### config.mk
export PLATFORM = sky130hd
export DESIGN_NAME = mc_sequencer_flat
export DESIGN_NICKNAME = d
export VERILOG_FILES = /design/src/rtl/mc_sequencer_if.sv /design/src/rtl/mc_sequencer.sv /design/src/flat_wrapper.sv
export SDC_FILE = /design/constraint.sdc
export NUM_CORES = 1
export LEC_CHECK = 0
export ABC_AREA = 1
export CORE_MARGIN = 8
export CORE_UTILIZATION = 30
export CTS_CLUSTER_SIZE = 14
export DETAILED_ROUTE_END_ITERATION = 10
export HOLD_SLACK_MARGIN = 0.12
export SYNTH_ARGS = -nofsm -noshare
export SYNTH_HDL_FRONTEND = slang
export SYNTH_SLANG_ARGS = --single-unit
### constraint.sdc
create_clock -name clk -period 2.25 [get_ports clk]
set_input_delay 0.3375 -clock clk [delete_from_list [all_inputs] [get_ports clk]]
set_output_delay 0.3375 -clock clk [all_outputs]
set_load 0.03 [all_outputs]
### src/rtl/mc_sequencer_if.sv
// Memory handshake bundle between the instruction sequencer and the
// instruction/data memory ports.
interface mc_sequencer_if;
    logic imem_req;
    logic imem_ack;
    logic dmem_req;
    logic dmem_we;
    logic dmem_ack;

    modport master (
        output imem_req,
        output dmem_req,
        output dmem_we,
        input  imem_ack,
        input  dmem_ack
    );

    modport slave (
        input  imem_req,
        input  dmem_req,
        input  dmem_we,
        output imem_ack,
        output dmem_ack
    );
endinterface

### src/rtl/mc_sequencer.sv
// Multi-cycle RV64 instruction sequencer: steps the shared datapath through
// FETCH/DECODE/EXEC/MEM/WB one instruction at a time, drives the memory
// handshakes, keeps instret/cycle counters and traps on memory timeout.
module mc_sequencer #(
    parameter int TIMEOUT = 16,
    parameter int CNT_W   = 64
) (
    input  logic             clk,
    input  logic             rst_n,
    input  logic             run_en,
    mc_sequencer_if.master   mem,
    input  logic             Memread,
    input  logic             Memwrite,
    input  logic             Regwrite,
    input  logic             jal,
    input  logic             jalr,
    input  logic             br_taken,
    output logic             ir_we,
    output logic             rf_we,
    output logic             pc_we,
    output logic [1:0]       pc_sel,
    output logic             busy,
    output logic             err,
    output logic [CNT_W-1:0] instret,
    output logic [CNT_W-1:0] cycles
);

    typedef enum logic [2:0] {
        S_IDLE,
        S_FETCH,
        S_DECODE,
        S_EXEC,
        S_MEM,
        S_WB,
        S_ERR
    } state_t;

    // The wait counter only has to reach TIMEOUT-1: the trap fires on the
    // cycle that would have taken it to TIMEOUT.
    localparam int                WAIT_W = (TIMEOUT > 1) ? $clog2(TIMEOUT) : 1;
    localparam logic [WAIT_W-1:0] LIMIT  = (TIMEOUT > 0) ? WAIT_W'(TIMEOUT - 1) : '0;

    state_t            state_q;
    logic [WAIT_W-1:0] wait_q;
    logic              imem_req_q;
    logic              dmem_req_q;
    logic              dmem_we_q;
    logic              rf_we_q;
    logic              pc_we_q;
    logic [1:0]        pc_sel_q;
    logic              busy_q;
    logic              err_q;
    logic [CNT_W-1:0]  instret_q;
    logic [CNT_W-1:0]  cycles_q;
    logic              memread_q;
    logic              memwrite_q;
    logic              regwrite_q;
    logic              jal_q;
    logic              jalr_q;
    logic              br_q;
    logic              limit_hit;

    // jalr target wins over jal/branch, which win over sequential pc+4.
    function automatic logic [1:0] pc_target(input logic jr, input logic j, input logic br);
        if (jr) begin
            return 2'd2;
        end else if (j || br) begin
            return 2'd1;
        end
        return 2'd0;
    endfunction

    // Wait limit reached this cycle; an ack in the same cycle takes priority.
    assign limit_hit = (TIMEOUT > 0) && (wait_q == LIMIT);

    // Sequencer FSM with registered enables, handshakes and counters.
    always_ff @(posedge clk or negedge rst_n) begin
        if (!rst_n) begin
            state_q    <= S_IDLE;
            wait_q     <= '0;
            imem_req_q <= 1'b0;
            dmem_req_q <= 1'b0;
            dmem_we_q  <= 1'b0;
            rf_we_q    <= 1'b0;
            pc_we_q    <= 1'b0;
            pc_sel_q   <= 2'd0;
            busy_q     <= 1'b0;
            err_q      <= 1'b0;
            instret_q  <= '0;
            cycles_q   <= '0;
            memread_q  <= 1'b0;
            memwrite_q <= 1'b0;
            regwrite_q <= 1'b0;
            jal_q      <= 1'b0;
            jalr_q     <= 1'b0;
            br_q       <= 1'b0;
        end else begin
            cycles_q <= cycles_q + 1'b1;
            rf_we_q  <= 1'b0;
            pc_we_q  <= 1'b0;
            pc_sel_q <= 2'd0;
            case (state_q)
                S_IDLE: begin
                    if (run_en) begin
                        state_q    <= S_FETCH;
                        imem_req_q <= 1'b1;
                        busy_q     <= 1'b1;
                        wait_q     <= '0;
                    end
                end
                S_FETCH: begin
                    if (mem.imem_ack) begin
                        state_q    <= S_DECODE;
                        imem_req_q <= 1'b0;
                    end else if (limit_hit) begin
                        state_q    <= S_ERR;
                        imem_req_q <= 1'b0;
                        busy_q     <= 1'b0;
                        err_q      <= 1'b1;
                    end else begin
                        wait_q <= wait_q + 1'b1;
                    end
                end
                S_DECODE: begin
                    memread_q  <= Memread;
                    memwrite_q <= Memwrite;
                    regwrite_q <= Regwrite;
                    jal_q      <= jal;
                    jalr_q     <= jalr;
                    state_q    <= S_EXEC;
                end
                S_EXEC: begin
                    br_q <= br_taken;
                    if (memread_q || memwrite_q) begin
                        state_q    <= S_MEM;
                        dmem_req_q <= 1'b1;
                        dmem_we_q  <= memwrite_q;
                        wait_q     <= '0;
                    end else begin
                        state_q  <= S_WB;
                        rf_we_q  <= regwrite_q;
                        pc_we_q  <= 1'b1;
                        pc_sel_q <= pc_target(jalr_q, jal_q, br_taken);
                    end
                end
                S_MEM: begin
                    if (mem.dmem_ack) begin
                        state_q    <= S_WB;
                        dmem_req_q <= 1'b0;
                        dmem_we_q  <= 1'b0;
                        rf_we_q    <= regwrite_q;
                        pc_we_q    <= 1'b1;
                        pc_sel_q   <= pc_target(jalr_q, jal_q, br_q);
                    end else if (limit_hit) begin
                        state_q    <= S_ERR;
                        dmem_req_q <= 1'b0;
                        dmem_we_q  <= 1'b0;
                        busy_q     <= 1'b0;
                        err_q      <= 1'b1;
                    end else begin
                        wait_q <= wait_q + 1'b1;
                    end
                end
                S_WB: begin
                    instret_q <= instret_q + 1'b1;
                    if (run_en) begin
                        state_q    <= S_FETCH;
                        imem_req_q <= 1'b1;
                        wait_q     <= '0;
                    end else begin
                        state_q <= S_IDLE;
                        busy_q  <= 1'b0;
                    end
                end
                S_ERR: begin
                    state_q <= S_ERR;
                end
                default: begin
                    state_q <= S_IDLE;
                end
            endcase
        end
    end

    assign mem.imem_req = imem_req_q;
    assign mem.dmem_req = dmem_req_q;
    assign mem.dmem_we  = dmem_we_q;
    assign ir_we        = imem_req_q & mem.imem_ack;
    assign rf_we        = rf_we_q;
    assign pc_we        = pc_we_q;
    assign pc_sel       = pc_sel_q;
    assign busy         = busy_q;
    assign err          = err_q;
    assign instret      = instret_q;
    assign cycles       = cycles_q;

endmodule

### src/flat_wrapper.sv
// flat-port wrapper written by rule: the top's interface ports become plain ports
module mc_sequencer_flat 
#(
    parameter int TIMEOUT = 16,
    parameter int CNT_W   = 64
)
  (clk, rst_n, run_en, Memread, Memwrite, Regwrite, jal, jalr, br_taken, ir_we, rf_we, pc_we, pc_sel, busy, err, instret, cycles, mem_imem_req, mem_dmem_req, mem_dmem_we, mem_imem_ack, mem_dmem_ack);
  mc_sequencer_if mem_i ();
  input  logic clk;
  input  logic rst_n;
  input  logic run_en;
  input  logic Memread;
  input  logic Memwrite;
  input  logic Regwrite;
  input  logic jal;
  input  logic jalr;
  input  logic br_taken;
  output logic ir_we;
  output logic rf_we;
  output logic pc_we;
  output logic [1:0] pc_sel;
  output logic busy;
  output logic err;
  output logic [CNT_W-1:0] instret;
  output logic [CNT_W-1:0] cycles;
  output wire logic [$bits(mem_i.imem_req)-1:0] mem_imem_req;
  output wire logic [$bits(mem_i.dmem_req)-1:0] mem_dmem_req;
  output wire logic [$bits(mem_i.dmem_we)-1:0] mem_dmem_we;
  input wire logic [$bits(mem_i.imem_ack)-1:0] mem_imem_ack;
  input wire logic [$bits(mem_i.dmem_ack)-1:0] mem_dmem_ack;
  assign mem_imem_req = mem_i.imem_req;
  assign mem_dmem_req = mem_i.dmem_req;
  assign mem_dmem_we = mem_i.dmem_we;
  assign mem_i.imem_ack = mem_imem_ack;
  assign mem_i.dmem_ack = mem_dmem_ack;
  mc_sequencer #(.TIMEOUT(TIMEOUT), .CNT_W(CNT_W)) u_core (.clk(clk), .rst_n(rst_n), .run_en(run_en), .mem(mem_i), .Memread(Memread), .Memwrite(Memwrite), .Regwrite(Regwrite), .jal(jal), .jalr(jalr), .br_taken(br_taken), .ir_we(ir_we), .rf_we(rf_we), .pc_we(pc_we), .pc_sel(pc_sel), .busy(busy), .err(err), .instret(instret), .cycles(cycles));
endmodule
==> impl_metrics.toml, run 1 <==
[outcome]
status = "finished clean"

[floorplan]
initial_utilization_pct = 30.1
die_height_um = 182
fp-row-count = 61
ios = 149
core-area_mm2 = 0.0275
die-area_mm2 = 0.0332
die_x_um = 182

[synth]
synthesis.nets = 1087
mappedNetlistArea_mm2 = 0.00828
yosys.cell_count.top_type = "nand2_1"
synth-edff-count = 0
avgSynthCellArea_um2 = 7.72
yosys_warnings = 0
netlist.area_leader.share_pct = 45.3
yosysUniqueCellTypes = 32
synth_top_area_cell = "dfrtp_1"
ys_seq_area_share_pct = 45.3
async_flop_share_pct = 100
synth-main-ff-cell = "dfrtp_1"
netlist_instances = 1073
ys_top_cells_by_area = "dfrtp_1 45%, nand2_1 14%, nor2_1 8.5%, xor2_1 6.3%, inv_1 4.9%"
netlist_top_cells_count = "308 x nand2_1, 188 x nor2_1, 150 x dfrtp_1, 109 x inv_1, 61 x nand3_1"
ys_ff_latch = 150

[cells_and_area]
synthToLayoutAreaGrowth_pct = 31.1
final_nets = 1264
num_antenna_cells = 0
layout-drive-gt1-share_pct = 6.18

[drt]
drc = 0
wl_per_cell_um = 16.9
drt-pass1-iter-count = 5
via_per_inst = 4.79
drt-initial-drc-count = 517
routed_wl_mm = 27.1
route.antenna.remaining_nets = 0
vias = 7708

[global_route]
grt_overflow = 0
grt_max_degree = 58
grt_pass1_wl_mm = 43.5
antenna_found_initial = 0
grt_pass1_vias = 7942
track_usage_pct = 16.6

[timing]
max_freq_mhz = 486
setup-tns-final_ns = 0
rsz0062_at_grt = "no"
period_share_pct = 91.4
slew_headroom_pct = 59.3
setup_viol = 0
slew_viol_final = 0
final_hold_viol_count = 0
worst_pin_slew_ns = 0.605
min_period_ns = 2.06
skew_ns = 0.0162

[clock_tree]
clock_latency_ns = 0.42
cts_root_buffer = "clkbuf_16"
path_clk_slew_ns = 0.07
cts_tree = "built"
numCtsBuffers = 17
cts.path.max_buffers = 2
cts.sinks = 150
cts_max_level = 4

[setup_path]
cpMaxStageDelayCell = "clkdlybuf4s50_1"
start_kind = "primary input"
arrival_ns = 1.72
worst_path_largest_cell_delay_ns = 0.67
crit_fanout = 5
cp-end-kind = "output port"
reg2reg_to = "u_core.cycles[62]"
crit_type = "in -> out"
crit_chain = "clkdlybuf4s50_1 > nand2_1 > inv_1 > clkdlybuf4s50_1"
r2r_start = "u_core.cycles[0]"
required_ns = 1.91
worstRegToRegCells = 8
ff2ff_setup_slack_ns = 0.24
worst_path_most_repeated_cell = "clkdlybuf4s50_1"

[power]
p_total_mw = 7.02
pwr-share-clk_pct = 40.1
powerDensity_mw_per_mm2 = 646
swShare_pct = 30.9
p_leak_nw = 4.65
seqPwrFrac_pct = 43.4
p_int_mw = 4.85
p_sw_mw = 2.17
power_frac_comb_pct = 16.6
irDropWorstVdd_uv = 329

[placed_design]
portBuffers = 148
place.gp.congestion = 0.976
hpwlAfterDp_mm = 21.8

[run]
max_cap_violations = 0

[min_path]
min_path_type = "in -> async"
## layout by cell type, fill, tap and decap left out, types with 5 or more instances in the layout
cell             netlist  layout
nand2_1              308     308
nor2_1               188     188
dfrtp_1              150     150
clkdlybuf4s50_1        0     147
inv_1                109     109
nand3_1               61      61
xor2_1                60      60
nand4_1               39      39
xnor2_1               38      38
nor3_1                37      37
clkbuf_16              0      17
nand3b_1              16      16
o21ai_0               11      11
buf_4                  0       9
nor2_4                 7       7
inv_6                  0       6
nor2_2                 5       5
inv_2                  5       5
## cell type report
type                            instances  area (µm²)
Timing Repair Buffer                  159        1580
Fill cell                            2809       16600
Clock buffer                           17         425
Sequential cell                       150        3750
Clock inverter                         14         140
Tap cell                              346         433
Multi-Input combinational cell        808        4100
Inverter                              114         428
## routing by layer
layer  GRT usage (%)  share of wire [%]
met4            7.31                3.7
met3            3.84                5.7
met2            27.2                 46
met1            20.8                 45
met5               0                  0
## power by group through the flow
stage / clock network, mW / registers, mW / logic, mW
floorplan: 0 / 3.21 / 0.610
global placement: 0 / 3.09 / 1.14
detailed placement: 0 / 3.10 / 1.17
CTS: 2.90 / 3.05 / 1.17
global route: 3.00 / 3.07 / 1.30
finish: 2.81 / 3.04 / 1.16
## critical path, delay by kind of cell
kind / cells / cell delay, ns
AND/OR/NAND/NOR: 1 / 0.08
buffers and inverters: 3 / 1.30
## timing repair
action	CTS	global route
setup endpoints to repair	0	1
setup buffers	0	0
hold endpoints to repair	52	0
resized for setup	0	1
hold buffers	1	0
## logic make-up (layout without fill, tap and decap cells)
family                     count (synthesis)  after routing  share of synthesized area, %
muxes                                      3              3                         0.408
DFF                                      150            150                          45.3
and+or+nand+nor                          683            683                          36.7
xor gates and xnor gates                  98             98                          10.4
buffers and inverters                    115            304                          5.23
AOI/OAI and AO/OA                         21             21                          1.47
adders and majority gates                  3              3                         0.453
## per-stage QoR
stage	std cells	hold WS (ns)	util, %	area, µm²	setup slack (ns)
final	1608	0.458	39.5	10900	0.194
after global placement	1576	0.354	37.4	10300	0.178
after CTS	1608	0.476	39.5	10900	0.173
after detailed placement	1576	0.359	37.4	10300	0.174
after global routing	1608	0.508	39.5	10900	0.0143
after floorplan	1073	0.0419	-	8280	0.430
## state kept, by name, summed over array words and instances (netlist names), 2 cells and up
signal          flops
u_core.pc_sel       2
u_core.state_q      3
u_core.instret     64
u_core.cycles      64
u_core.wait_q       4
## how the worst max path moves through the flow
stage / from / end / slack (ns) / depth (start not counted)
finish: mem_imem_ack / ir_we / 0.19 / 4
global route: u_core.cycles[0] / u_core.cycles[62] / 0.01 / 8
CTS: mem_imem_ack / ir_we / 0.17 / 4
detailed placement: mem_imem_ack / ir_we / 0.17 / 4
global placement: mem_imem_ack / ir_we / 0.18 / 4
floorplan: u_core.cycles[0] / u_core.cycles[54] / 0.43 / 7
Power figures use the tool's default switching activity.
==> run 2: changes to the inputs <==
Settings changed: HOLD_SLACK_MARGIN 0.12 to not set.
==> results of run 2 <==
The final DEF is identical to that of run 1; final timing and power are the same.
